File: src/rtl/truth_table_scanner.sv
// Exhaustive stimulus/capture stage for 3-input combinational blocks: walks {a,b,c}
// through 000..111, samples y at the end of each dwell and grades the captured table.
module truth_table_scanner #(
   parameter int unsigned DWELL = 5
) (
   input  logic       clk,
   input  logic       rst,
   input  logic       start,
   input  logic [7:0] expected,
   input  logic       y,
   output logic       a,
   output logic       b,
   output logic       c,
   output logic       busy,
   output logic       done,
   output logic       pass,
   output logic [7:0] tbl,
   output logic [3:0] err_cnt,
   output logic [2:0] first_fail,
   output logic [1:0] state_dbg
);

   // Handshake: start is a level request taken only on an edge where the FSM is in
   // IDLE (including the done cycle); while busy=1 it is ignored. done is a one-cycle
   // pulse and the result outputs hold until the next accepted start.
   typedef enum logic [1:0] {
      IDLE  = 2'd0,
      APPLY = 2'd1,
      CHECK = 2'd2
   } state_t;

   localparam logic [7:0] LAST = 8'(DWELL - 1);

   state_t     state;
   logic [2:0] idx;
   logic [7:0] cnt;
   logic [7:0] exp_q;
   logic [7:0] diff;
   logic [3:0] pop;
   logic [2:0] low;

   assign state_dbg = state;

   // Scanning downward leaves the lowest mismatching index in low.
   always_comb begin
      diff = tbl ^ exp_q;
      pop  = 4'd0;
      low  = 3'd0;
      for (int i = 7; i >= 0; i--) begin
         pop = pop + 4'(diff[i]);
         if (diff[i]) low = 3'(i);
      end
   end

   always_ff @(posedge clk) begin
      if (rst) begin
         state      <= IDLE;
         idx        <= 3'd0;
         cnt        <= 8'd0;
         exp_q      <= 8'd0;
         a          <= 1'b0;
         b          <= 1'b0;
         c          <= 1'b0;
         busy       <= 1'b0;
         done       <= 1'b0;
         pass       <= 1'b0;
         tbl        <= 8'd0;
         err_cnt    <= 4'd0;
         first_fail <= 3'd0;
      end else begin
         done <= 1'b0;
         case (state)
            IDLE: begin
               {a, b, c} <= 3'b000;
               if (start) begin
                  exp_q      <= expected;
                  tbl        <= 8'd0;
                  pass       <= 1'b0;
                  err_cnt    <= 4'd0;
                  first_fail <= 3'd0;
                  idx        <= 3'd0;
                  cnt        <= 8'd0;
                  busy       <= 1'b1;
                  state      <= APPLY;
               end
            end
            APPLY: begin
               if (cnt < LAST) begin
                  cnt <= cnt + 8'd1;
               end else begin
                  // Sample edge: capture y and present the next vector on the same edge.
                  tbl[idx] <= y;
                  cnt      <= 8'd0;
                  if (idx != 3'd7) begin
                     idx       <= idx + 3'd1;
                     {a, b, c} <= idx + 3'd1;
                  end else begin
                     {a, b, c} <= 3'b000;
                     state     <= CHECK;
                  end
               end
            end
            CHECK: begin
               pass       <= (diff == 8'd0);
               err_cnt    <= pop;
               first_fail <= low;
               done       <= 1'b1;
               busy       <= 1'b0;
               state      <= IDLE;
            end
            default: state <= IDLE;
         endcase
      end
   end

endmodule

File: config.mk
export PLATFORM = sky130hd
export DESIGN_NAME = truth_table_scanner
export DESIGN_NICKNAME = d
export VERILOG_FILES = /design/src/rtl/truth_table_scanner.sv
export SDC_FILE = /design/constraint.sdc
export NUM_CORES = 1
export LEC_CHECK = 0
export ABC_AREA = 1
export BUFFER_PORTS_ARGS = -buffer_cell sky130_fd_sc_hd__buf_2
export CORE_ASPECT_RATIO = 1.4
export CORE_MARGIN = 3
export CORE_UTILIZATION = 50
export CTS_CLUSTER_SIZE = 16
export DETAILED_ROUTE_END_ITERATION = 10
export PLACE_DENSITY_LB_ADDON = 0.12
export SYNTH_ARGS = -nofsm -noshare
export SYNTH_HDL_FRONTEND = slang
export SYNTH_SLANG_ARGS = --single-unit
File: constraint.sdc
create_clock -name clk -period 3.4 [get_ports clk]
set_input_delay 0.17 -clock clk [delete_from_list [all_inputs] [get_ports clk]]
set_output_delay 0.17 -clock clk [all_outputs]
set_load 0.03 [all_outputs]
==> flow_summary.yaml <==
critical_path:
  critPathMaxFanout: 3
  critPathLaunchType: "flip-flop"
  worstRegToRegCells: 12
  worstPathArrival_ps: 3390
  crit_path_max_incr_delay_ps: 560
  rrSetupSlack_ps: 240
  path_cells: "xor2_2, inv_2, fa_1, fa_1, fa_1, inv_1, ha_1, inv_1, fa_1, nor2_1, a21oi_1, nor2_1"
  path_common_cell: "fa_1"
  path_class: "flip-flop to flip-flop"
  r2r-start: "tbl[0]"
  end_kind: "flip-flop"
  required_ps: 3630
  regToRegEndpoint: "err_cnt[1]"
  cp_slowest_cell: "fa_1"
yosys:
  ys_seq_area_share_pct: 41.5
  yosysTopAreaCellShare_pct: 41.5
  synth_common_cells: "nand2_1 (47), dfxtp_1 (42), nor2_1 (30)"
  syn_area_per_cell_sq_um: 7.88
  syn_inst: 257
  synth_area_leader_cell: "dfxtp_1"
  synth.area.top_cells: "dfxtp_1 (42%), nand2_1 (8.7%), a21oi_1 (6.9%)"
  netlist_area_sq_mm: 0.00203
  synth_edf_count: 0
  synth.net_count: 280
  synth_seq_cells: 42
  async_flop_share_pct: 0
  synth.distinct_cells: 28
  synth_most_common_cell: "nand2_1"
  synth_flop_cell: "dfxtp_1"
  ys_warn_count: 0
global_routing:
  grt_pass1_wl_um: 7300
  grt_max_degree: 29
  grt_pass1_vias: 1640
  antenna_found_initial: 0
  globalRouteTotalUtil_pct: 19.7
  overflow: 0
sta:
  period_needed_ps: 3160
  period_share_pct: 93.0
  hold_viol: 0
  whs_ps: 91.3
  rsz0062_at_grt: "false"
  fin_worst_skew_ps: 8.19
  slew_headroom_pct: 63.8
  drv_slew: 0
  setup_violations: 0
  fmax_mhz: 316
  worstMarginPinSlew_ps: 540
  tns_ps: 0
routing:
  routed_wl_um: 4320
  ant_nets: 0
  drcViolationCount: 0
  dr.pass1.iters: 4
  vias: 1710
  detail_route.wl_per_cell_um: 12.9
  dr.first_iter.drc_count: 85
  vias_per_cell: 5.09
clocking:
  htreeDepth: 2
  clk_pin_slew_ps: 80
  ctsHoldBuffers: 0
  cts_buffers: 5
  clock-root-buffer: "clkbuf_8"
  cts.sinks: 42
  clock_latency_ps: 290
  cts_buffer_depth: 2
  cts_tree: "yes"
cells_and_area:
  diodes: 0
  fillers: 358
  drive_above_1_share_pct: 21.1
  syn2layout_area_growth_pct: 15.6
  nets: 316
  final_util_pct: 62.0
hold_path:
  hp-start: "expected[2]"
  hold_class: "primary input to flip-flop"
  whs_endpoint: "exp_q[2]"
  timing.hold.worst_path_depth: 3
place:
  hpwl_um: 3360
  port-buffer-count: 34
  gp_congestion: 0.862
power_and_ir_drop:
  leakagePower_uw: 0.00105
  power_density_mw_per_mm2: 511
  ir_drop_mv: 0.363
floorplan:
  rows: 26
  die_w_um: 59.8
  initial_core_util_pct: 53.7
  die_h_um: 81.3
  boundaryPins: 35
  core-area_sq_mm: 0.00377
  die_area_sq_mm: 0.00486
flow_run:
  maxCapViolCount: 0
run_status:
  outcome: "completed"
-- kinds of logic after synthesis --
group,Yosys count,synth area share [%]
and+or+nand+nor,107,25.5
AOI/OAI and AO/OA,53,14.3
DFF,42,41.5
buffers and inverters,37,7.41
adders and majority gates,11,8.28
xor gates and xnor gates,7,3.03
-- sequential cells by signal, indices dropped and copies added, names as in the netlist --
register,flops
exp_q,8
done,1
busy,1
first_fail,3
idx,3
err_cnt,4
b,1
a,1
pass,1
state_dbg,2
tbl,8
cnt,8
c,1
-- per-layer routing --
metal	vias to the layer above	part of all wire, %	global-route usage, %
li1	905	-	-
met1	766	41	21.5
met2	28	53	35.4
met3	11	3.5	4.45
met4	0	2.8	8.65
met5	-	0	0
-- metrics by stage --
stage | setup WS [ps] | total power, uW | area [sq um] | cells
finish | 239 | 1200 | 2340 | 336
floorplan | 21.8 | 757 | 2030 | 257
global route | 51.5 | 1270 | 2340 | 336
CTS | 25.0 | 1210 | 2330 | 336
detailed placement | 50.1 | 820 | 2220 | 328
global placement | 163 | 815 | 2220 | 328
-- report_power, final --
group | total [uW] | switching [uW] | leakage (uW) | internal [uW]
clock | 389 | 169 | 0.0000524 | 220
combinational | 275 | 172 | 0.000655 | 102
sequential | 532 | 18.1 | 0.000343 | 514
-- worst max-delay path: cells and delay by family (launching register included) --
family	cells	cell delay, ps
XOR/XNOR	1	190
adder cells (fa/ha/maj)	5	2080
AO/OA/AOI/OAI	1	50
flip-flops	1	370
buffers and inverters	3	180
AND/OR/NAND/NOR	2	230
-- cell type report --
type / instances / area (sq um) / area share [%]
inverters: 31 / 119 / 5.08
clock inverters: 1 / 30.0 / 1.28
multi-input cells: 178 / 1040 / 44.5
repair buffers: 35 / 178 / 7.59
flip-flops and latches: 42 / 843 / 36.0
clock buffers: 7 / 76.3 / 3.26
well taps: 42 / 52.6 / 2.24
-- layout by cell type, fill, tap and decap left out, drive strengths merged --
master | netlist | routed
nor3 | 10 | 10
buf | 2 | 35
nand4 | 1 | 1
clkbuf | 4 | 7
bufinv | 0 | 1
nand2 | 48 | 48
dfxtp | 42 | 42
fa | 4 | 4
inv | 31 | 31
nor2 | 37 | 37
and2 | 1 | 1
nand3b | 2 | 2
xor2 | 2 | 2
nor3b | 1 | 1
ha | 7 | 7
xnor2 | 5 | 5
o21ai | 24 | 24
nand3 | 7 | 7
a32o | 1 | 1
a21oi | 28 | 28
-- worst max-delay path by stage --
stage / start / depth (start not counted) / end / slack [ps]
after floorplan: tbl[0] / 12 / err_cnt[1] / 20
after global placement: tbl[0] / 12 / err_cnt[1] / 160
after detailed placement: tbl[0] / 12 / err_cnt[1] / 50
after CTS: tbl[0] / 12 / err_cnt[1] / 20
after global routing: tbl[0] / 12 / err_cnt[1] / 50
final: tbl[0] / 12 / err_cnt[1] / 240
-- repair_timing --
item,4_1_cts,5_1_grt
resized for setup,0,4
buffers inserted,0,0
endpoints found under the setup margin,0,2
Note: power is estimated with default switching activity, not from simulation.
